--- src/rtl/stream_pkt_arbiter.sv ---
// Packet-level round-robin arbiter: NUM_PORTS byte-strobed streams share one registered output stage.
// A grant is locked from the first beat of a packet to the beat carrying last.
module stream_pkt_arbiter #(
    parameter int unsigned NUM_PORTS   = 4,
    parameter int unsigned DATA_WIDTH  = 32,
    localparam int unsigned ID_WIDTH   = (NUM_PORTS > 2) ? $clog2(NUM_PORTS) : 1,
    localparam int unsigned STRB_WIDTH = DATA_WIDTH / 8
) (
    input  logic                            clk,
    input  logic                            rstn,
    input  logic                            cen,
    input  logic [NUM_PORTS*DATA_WIDTH-1:0] din,
    input  logic [NUM_PORTS*STRB_WIDTH-1:0] din_strb,
    input  logic [NUM_PORTS-1:0]            din_last,
    input  logic [NUM_PORTS-1:0]            din_valid,
    output logic [NUM_PORTS-1:0]            din_ready,
    output logic [DATA_WIDTH-1:0]           dout,
    output logic [STRB_WIDTH-1:0]           dout_strb,
    output logic                            dout_last,
    output logic [ID_WIDTH-1:0]             dout_id,
    output logic                            dout_valid,
    input  logic                            dout_ready
);

    if (NUM_PORTS < 2 || NUM_PORTS > 16) begin : g_bad_num_ports
        $error("stream_pkt_arbiter: NUM_PORTS must be in 2..16");
    end
    if (DATA_WIDTH == 0 || (DATA_WIDTH % 8) != 0) begin : g_bad_data_width
        $error("stream_pkt_arbiter: DATA_WIDTH must be a non-zero multiple of 8");
    end

    typedef enum logic {
        S_IDLE = 1'b0,
        S_BUSY = 1'b1
    } state_t;

    state_t                r_state;
    state_t                w_state_nxt;
    logic [ID_WIDTH-1:0]   r_grant;
    logic [ID_WIDTH-1:0]   w_grant_nxt;
    logic [ID_WIDTH-1:0]   r_last_grant;
    logic [ID_WIDTH-1:0]   w_last_grant_nxt;
    logic [DATA_WIDTH-1:0] r_dout;
    logic [DATA_WIDTH-1:0] w_dout_nxt;
    logic [STRB_WIDTH-1:0] r_dout_strb;
    logic [STRB_WIDTH-1:0] w_dout_strb_nxt;
    logic                  r_dout_last;
    logic                  w_dout_last_nxt;
    logic [ID_WIDTH-1:0]   r_dout_id;
    logic [ID_WIDTH-1:0]   w_dout_id_nxt;
    logic                  r_dout_valid;
    logic                  w_dout_valid_nxt;

    logic [DATA_WIDTH-1:0] w_port_data [NUM_PORTS];
    logic [STRB_WIDTH-1:0] w_port_strb [NUM_PORTS];
    logic [ID_WIDTH-1:0]   w_pick;
    logic                  w_any_req;
    int unsigned           w_idx;
    logic                  w_out_free;
    logic                  w_accept;

    for (genvar g = 0; g < NUM_PORTS; g++) begin : g_port
        assign w_port_data[g] = din[g*DATA_WIDTH +: DATA_WIDTH];
        assign w_port_strb[g] = din_strb[g*STRB_WIDTH +: STRB_WIDTH];
    end

    // First requester after the previous winner, wrapping modulo NUM_PORTS.
    always_comb begin : p_pick
        w_pick    = '0;
        w_any_req = 1'b0;
        w_idx     = '0;
        for (int unsigned k = 1; k <= NUM_PORTS; k++) begin
            w_idx = (32'(r_last_grant) + k) % NUM_PORTS;
            if (!w_any_req && din_valid[ID_WIDTH'(w_idx)]) begin
                w_pick    = ID_WIDTH'(w_idx);
                w_any_req = 1'b1;
            end
        end
    end

    assign w_out_free = ~r_dout_valid | dout_ready;
    assign w_accept   = cen & (r_state == S_BUSY) & w_out_free & din_valid[r_grant];

    always_comb begin : p_ready
        din_ready = '0;
        if (cen && (r_state == S_BUSY) && w_out_free) begin
            din_ready[r_grant] = 1'b1;
        end
    end

    always_comb begin : p_next
        w_state_nxt      = r_state;
        w_grant_nxt      = r_grant;
        w_last_grant_nxt = r_last_grant;
        w_dout_nxt       = r_dout;
        w_dout_strb_nxt  = r_dout_strb;
        w_dout_last_nxt  = r_dout_last;
        w_dout_id_nxt    = r_dout_id;
        w_dout_valid_nxt = r_dout_valid;
        if (cen) begin
            case (r_state)
                S_IDLE: begin
                    if (w_any_req) begin
                        w_grant_nxt      = w_pick;
                        w_last_grant_nxt = w_pick;
                        w_state_nxt      = S_BUSY;
                    end
                end
                S_BUSY: begin
                    if (w_accept && din_last[r_grant]) begin
                        w_state_nxt = S_IDLE;
                    end
                end
                default: w_state_nxt = S_IDLE;
            endcase
            // Accept and drain in the same cycle is a pass-through load.
            if (w_accept) begin
                w_dout_nxt       = w_port_data[r_grant];
                w_dout_strb_nxt  = w_port_strb[r_grant];
                w_dout_last_nxt  = din_last[r_grant];
                w_dout_id_nxt    = r_grant;
                w_dout_valid_nxt = 1'b1;
            end else if (dout_ready) begin
                w_dout_valid_nxt = 1'b0;
            end
        end
    end

    always_ff @(posedge clk or negedge rstn) begin : p_regs
        if (!rstn) begin
            r_state      <= S_IDLE;
            r_grant      <= '0;
            r_last_grant <= ID_WIDTH'(NUM_PORTS - 1);
            r_dout       <= '0;
            r_dout_strb  <= '0;
            r_dout_last  <= 1'b0;
            r_dout_id    <= '0;
            r_dout_valid <= 1'b0;
        end else begin
            r_state      <= w_state_nxt;
            r_grant      <= w_grant_nxt;
            r_last_grant <= w_last_grant_nxt;
            r_dout       <= w_dout_nxt;
            r_dout_strb  <= w_dout_strb_nxt;
            r_dout_last  <= w_dout_last_nxt;
            r_dout_id    <= w_dout_id_nxt;
            r_dout_valid <= w_dout_valid_nxt;
        end
    end

    assign dout       = r_dout;
    assign dout_strb  = r_dout_strb;
    assign dout_last  = r_dout_last;
    assign dout_id    = r_dout_id;
    assign dout_valid = r_dout_valid;

endmodule

--- config.mk ---
export PLATFORM = sky130hd
export DESIGN_NAME = stream_pkt_arbiter
export DESIGN_NICKNAME = d
export VERILOG_FILES = /design/src/rtl/stream_pkt_arbiter.sv
export SDC_FILE = /design/constraint.sdc
export NUM_CORES = 1
export LEC_CHECK = 0
export ABC_AREA = 1
export CAP_MARGIN = 20
export CORE_MARGIN = 10
export CORE_UTILIZATION = 45
export CTS_CLUSTER_DIAMETER = 100
export DETAILED_ROUTE_END_ITERATION = 10
export DONT_BUFFER_PORTS = 1
export PLACE_DENSITY_LB_ADDON = 0.25
export REMOVE_ABC_BUFFERS = 1
export SLEW_MARGIN = 20
export SYNTH_ARGS = -nofsm -noshare
export SYNTH_HDL_FRONTEND = slang
export SYNTH_SLANG_ARGS = --single-unit
--- constraint.sdc ---
create_clock -name clk -period 1.96 [get_ports clk]
set_clock_uncertainty 0.05 [all_clocks]
set_input_delay 0.196 -clock clk [delete_from_list [all_inputs] [get_ports clk]]
set_output_delay 0.196 -clock clk [all_outputs]
set_load 0.01 [all_outputs]
==> flow_summary.toml, run 1 <==
[setup_path]
startpoint = "dout_valid"
slowest_stage = "nor3_1"
r2r_cells = 11
endpoint = "din_ready[1]"
cp_slowest_stage_delay_ns = 0.47
crit_path_end_kind = "primary output"
rr_startpoint = "r_last_grant[1]"
cp_data_arrival_time_ns = 1.52
worst_setup_path_start_kind = "flip-flop"
r2r_setup_slack_ns = 0.23
path_cells = "nand2_1, nand3_1, nor3_1"
critPathKind = "flip-flop to primary output"
reg2reg_to = "r_grant[1]"
critPathRequiredTime_ns = 1.71
cp_max_fo = 5

[floorplanning]
io_pins = 200
die_x_um = 99.54
start_util = 0.4724
core_um2 = 6026
rows = 28
die_area_um2 = 9907
die_height_um = 99.54

[clock_tree]
cts_tree = "done"
clock_latency_ns = 0.29
cts_root_buf = "clkbuf_8"
path_clk_slew_ns = 0.08
cts.htree.levels = 2
cts_setup_buffers = 0
cts_inserted_buffers = 5
cts_buffer_depth = 2
cts.sinks = 45

[global_routing]
use_met3 = 0.07612
grt_pass1_wl_mm = 14.90
antenna_found_initial = 0
busiest_layer = "met2"
grt_pass1_vias = 2881
overflow = 0
grt.met1_usage = 0.1890
grt_util_all_layers = 0.1822
grt_max_degree = 46
met2_usage = 0.3241

[layout]
nets = 575
layout_common_cells = "233 x nand2_1, 43 x dfrtp_1, 42 x nand3_1"
drive_above_1_share = 0.08333
syn2layout_area_growth_pct = 6.945
n_antenna_cell = 0
final_common_cell = "nand2_1"
final_cells = 495

[timing]
hold_viol = 0
worstMarginPinSlew_ns = 0.4999
rsz0062_at_grt = "no"
slew_viol_final = 0
setup-violations-final = 0
final.setup.worst_slack_ns = 0.1970
maxSlewHeadroom = 0.6642
period_share = 0.8995
finalCriticalPeriod_ns = 1.763
fmax_mhz = 567.2

[run_status]
status = "finished, final reports clean"

[routing]
avgRoutedWirePerCell_um = 18.90
totalWireLength_mm = 9.356
viasPerCell = 5.501
drc = 0
drtIter0Drc = 75
drtAntennaViolNets = 0
first_pass_iters = 4
vias = 2723

[flow_run]
maxCapViolCount = 0

[synth]
synth_simple_gate_area_frac = 0.4123
synthMuxAreaShare = 0
synth_cells = 425
synth-edff-count = 0
syn_avg_cell_area_um2 = 6.698
ys_warn_count = 0
synthAdderAreaFrac = 0
synth-seq-cells = 45
synth-xor-area-share = 0
async_flop_share = 1.000
synth_top_family_by_area = "simple AND/OR/NAND/NOR gates"
synth_compound_area_frac = 0.1209
yosys_most_used_dff = "dfrtp_1"
synth_area_um2 = 2846
yosys.cell_types.count = 23
seq_area_frac_synth = 0.3965

[placed_design]
dp_hpwl_mm = 7.466
portBuffers = 0
placed_cells = 485
finalWeightedCongestion = 0.8681
dpl_worst_slack_ns = 0.2569

[min_path]
hp-class = "input pin to flip-flop"

[power_and_ir_drop]
p_leak_nw = 1.555
p_per_area_nw_per_um2 = 1648
peakVddDrop_mv = 0.6808
## area by class of cell
| type | instances | area [um^2] |
|---|---|---|
| Clock buffer | 6 | 82.58 |
| Fill cell | 623 | 2982 |
| Timing Repair Buffer | 12 | 112.6 |
| Tap cell | 75 | 93.84 |
| Sequential cell | 45 | 1129 |
| Clock inverter | 2 | 37.54 |
| Multi-Input combinational cell | 340 | 1533 |
| Inverter | 15 | 56.30 |
## cell usage after synthesis, types with 3 or more instances
library cell	instances	share of area
inv_2	5	0.0066
inv_1	10	0.013
buf_2	16	0.028
buf_1	3	0.0040
nor2_1	7	0.0092
nor3_1	3	0.0053
dfrtp_1	43	0.38
nand2_2	3	0.0066
o21ai_1	3	0.0053
nand3_1	42	0.074
buf_6	3	0.012
nand2_1	233	0.31
a22oi_1	39	0.10
o21ai_0	3	0.0053
## layer usage
layer  vias to the layer above  wire [um]
li1                       1367          -
met1                      1218       3405
met2                       125       4855
met3                        13        919
met4                         0        176
met5                         -          0
## power by group
part	total (mW)	switching [mW]	internal, mW	leakage (nW)
Combinational	2.39	1.54	0.847	0.932
Clock	0.730	0.316	0.415	0.0574
Sequential	1.90	0.547	1.35	0.565
Total	5.02	2.40	2.61	1.55
## through the flow
step | instance area (um^2) | setup TNS, ns | utilization | hold slack [ns] | total power [mW]
after global routing | 3044 | 0 | 0.5052 | 0.07469 | 5.530
after CTS | 3044 | 0 | 0.5052 | 0.05206 | 5.087
after floorplan | 2703 | -67.30 | - | -0.1496 | 3.562
after detailed placement | 2887 | 0 | 0.4790 | -0.1483 | 4.317
final | 3044 | 0 | 0.5052 | 0.05904 | 5.018
after global placement | 2887 | 0 | 0.4790 | -0.1481 | 4.233
## kinds of logic (layout without fill, tap and decap cells)
kind of cell    after synthesis  after routing
simple gates                292            292
compound gates               48             48
flops                        45             45
buf+inv                      40             35
## timing repair
action                                  4_1_cts  5_1_grt
gates resized for setup                       0        0
hold endpoints to repair                     45        0
endpoints found under the setup margin        0        0
hold buffers                                  2        0
## worst max-delay path: cells and delay by family (launching register included)
kind | cells | cell delay [ns]
flip-flops | 1 | 0.44
AND/OR/NAND/NOR | 3 | 0.78
## state kept, by name, summed over array words and instances, names as in the netlist
name	count
dout_id	2
dout_last	1
r_state	1
dout_valid	1
dout	32
dout_strb	4
r_grant	2
r_last_grant	2
## how the worst min path moves through the flow
| stage | start | to | slack, ns | cells after the start |
|---|---|---|---|---|
| floorplan | rstn | dout[0] | -0.15 | 0 |
| global placement | rstn | dout[23] | -0.15 | 0 |
| detailed placement | rstn | dout[23] | -0.15 | 0 |
| CTS | dout_ready | dout_valid | 0.05 | 3 |
| global route | din[62] | dout[30] | 0.07 | 4 |
| finish | dout_ready | dout_valid | 0.06 | 3 |
No activity file was read; power rests on OpenSTA's default activity.
==> run 2, diff against run 1 <==
--- a/config.mk
+++ b/config.mk
@@ -5,7 +5,6 @@
 export SDC_FILE = /design/constraint.sdc
 export NUM_CORES = 1
 export LEC_CHECK = 0
-export ABC_AREA = 1
 export CAP_MARGIN = 20
 export CORE_MARGIN = 10
 export CORE_UTILIZATION = 45
==> run 2 against run 1 <==
Against the previous run: final cell count is 23% lower; first-iteration DRC count down 19%; critical endpoint is now din_ready[2]; largest power group unchanged; fmax is 2.3% lower.
==> flow_summary.toml, run 2 <==
[run_status]
status = "finished, final reports clean"

[clock_tree]
clock_latency_ns = 0.29
path_clk_slew_ns = 0.08
cts_buffer_depth = 2
cts_tree = "done"
cts_setup_buffers = 0
cts.sinks = 45
cts.htree.levels = 2
cts_inserted_buffers = 5
cts_root_buf = "clkbuf_8"

[power_and_ir_drop]
p_per_area_nw_per_um2 = 1530
p_leak_nw = 1.443
peakVddDrop_mv = 0.5951

[routing]
vias = 2421
drtIter0Drc = 61
drc = 0
viasPerCell = 6.388
first_pass_iters = 4
totalWireLength_mm = 9.741
drtAntennaViolNets = 0
avgRoutedWirePerCell_um = 25.70

[placed_design]
dp_hpwl_mm = 7.550
dpl_worst_slack_ns = 0.2709
portBuffers = 0
finalWeightedCongestion = 0.8951

[setup_path]
slowest_stage = "dfrtp_1"
critPathBufInv = 1
critPathRequiredTime_ns = 1.71
cp_max_fo = 8
critPathKind = "flip-flop to primary output"
cp_slowest_stage_delay_ns = 0.43
path_delay_family = "simple AND/OR/NAND/NOR gates"
crit_path_end_kind = "primary output"
path_cells = "nand2b_1, nand2_1, nor3_1, buf_4"
cp_data_arrival_time_ns = 1.56
worst_setup_path_start_kind = "flip-flop"

[timing]
hold_viol = 0
period_share = 0.9209
maxSlewHeadroom = 0.5732
worstMarginPinSlew_ns = 0.6403
fmax_mhz = 554.0
finalCriticalPeriod_ns = 1.805
whs_ns = 0.02003
final.setup.worst_slack_ns = 0.1551
slew_viol_final = 0
setup-violations-final = 0
rsz0062_at_grt = "no"

[synth]
synth_top_area_cell = "dfrtp_1"
synth_cells = 304
synth-edff-count = 0
ys_top_cells_by_count = "73 x mux2i_1, 43 x dfrtp_1, 39 x inv_1"
seq_area_frac_synth = 0.3631
yosys.cell_types.count = 33
synth_top_area_share = 0.3462
synth_most_common_cell = "mux2i_1"
synth.area.top_cells = "dfrtp_1 35%, mux2i_1 24%, a31o_1 10%, o221ai_1 10%, inv_1 4.7%"
async_flop_share = 1.000
synth-seq-cells = 45
ys_warn_count = 0
yosys_most_used_dff = "dfrtp_1"
synth_area_um2 = 3108
syn_avg_cell_area_um2 = 10.22

[layout]
final_common_cell = "mux2i_1"
layout_common_cells = "73 x mux2i_1, 42 x dfrtp_1, 39 x inv_1"
drive_above_1_share = 0.09699
nets = 454
largest_reg_flops = 32
nFillCells = 651
syn2layout_area_growth_pct = 6.562
n_antenna_cell = 0

[global_routing]
antenna_found_initial = 0
grt_pass1_vias = 2657
grt_max_degree = 46
overflow = 0
grt_pass1_wl_mm = 14.11
grt_util_all_layers = 0.1696

[floorplanning]
die_height_um = 103.1
die_area_um2 = 10630
start_util = 0.4600
die_x_um = 103.1
io_pins = 200
rows = 30
core_um2 = 6756

[flow_run]
maxCapViolCount = 0

[min_path]
hp-class = "input pin to flip-flop"
run 2: layout make-up:
type	count	area [um^2]	area share
clock buffer	7	76.32	0.02304
inverter	40	150.1	0.04533
multi-input combinational	189	1682	0.5077
timing repair buffer	17	166.4	0.05025
sequential	45	1132	0.3419
clock inverter	1	5.005	0.001511
tap	80	100.1	0.03022
run 2: worst reg2reg max path, stage by stage, from the launching register on:
cell and delay (ns):
dfrtp_4 0.47, mux4_2 0.56, buf_4 0.23, a31o_1 0.25, o221ai_1 0.07
run 2: per-stage QoR:
step           std cells  instance area [um^2]  utilization  total power [mW]  TNS, ns
6_report             379                  3312       0.4902             5.068        0
5_1_grt              379                  3312       0.4902             5.478        0
4_1_cts              379                  3307       0.4894             5.146        0
3_5_place_dp         369                  3188       0.4719             4.537        0
3_3_place_gp         369                  3188       0.4719             4.464        0
2_1_floorplan        274                  2959            -             3.853  -100.23
run 2: power by group:
group | internal, mW | total (mW) | switching [mW]
clock network | 0.251 | 0.562 | 0.311
registers | 1.41 | 2.01 | 0.599
logic | 1.21 | 2.50 | 1.29
total | 2.87 | 5.07 | 2.20
run 2: layer usage:
layer  part of all wire  up-vias  routed length, um  track usage
met5                  0        -                  0            0
met4             0.0081        0                 79      0.03850
met3               0.11        6               1027      0.07507
met2               0.50      128               4874       0.2823
met1               0.39     1141               3760       0.1959
li1                   -     1146                  -            -
run 2: path summary, 6_finish.rpt:
| check | slack, ns | cells past startpoint | start | end |
|---|---|---|---|---|
| max | 0.16 | 4 | dout_valid | din_ready[2] |
| max in group asynchronous | 1.17 | 2 | rstn | r_last_grant[1] |
| max reg2reg | 0.26 | 4 | r_grant[1] | dout[26] |
| min reg2reg | 0.50 | 1 | r_last_grant[0] | r_last_grant[0] |
| min | 0.02 | 2 | cen | dout_valid |
| min in group asynchronous | 0.39 | 2 | rstn | dout[21] |
run 2: logic make-up (layout without fill, tap and decap cells):
| logic type | Yosys count | after routing | synth area share |
|---|---|---|---|
| mux | 78 | 78 | 0.2605 |
| compound gates | 86 | 86 | 0.2371 |
| buf+inv | 70 | 65 | 0.09621 |
| simple gates | 25 | 25 | 0.04308 |
| flops | 45 | 45 | 0.3631 |
run 2: what timing repair did:
action,in CTS,in global routing
hold buffers,2,0
endpoints found under the setup margin,0,4
endpoints found under the hold margin,45,0
gates resized for setup,0,2
==> run 3, diff against run 2 <==
--- a/config.mk
+++ b/config.mk
@@ -13,7 +13,6 @@
 export DONT_BUFFER_PORTS = 1
 export PLACE_DENSITY_LB_ADDON = 0.25
 export REMOVE_ABC_BUFFERS = 1
-export SLEW_MARGIN = 20
 export SYNTH_ARGS = -nofsm -noshare
 export SYNTH_HDL_FRONTEND = slang
 export SYNTH_SLANG_ARGS = --single-unit
==> results of run 3 <==
No change in the layout: final DEF, timing and power equal those of run 2.
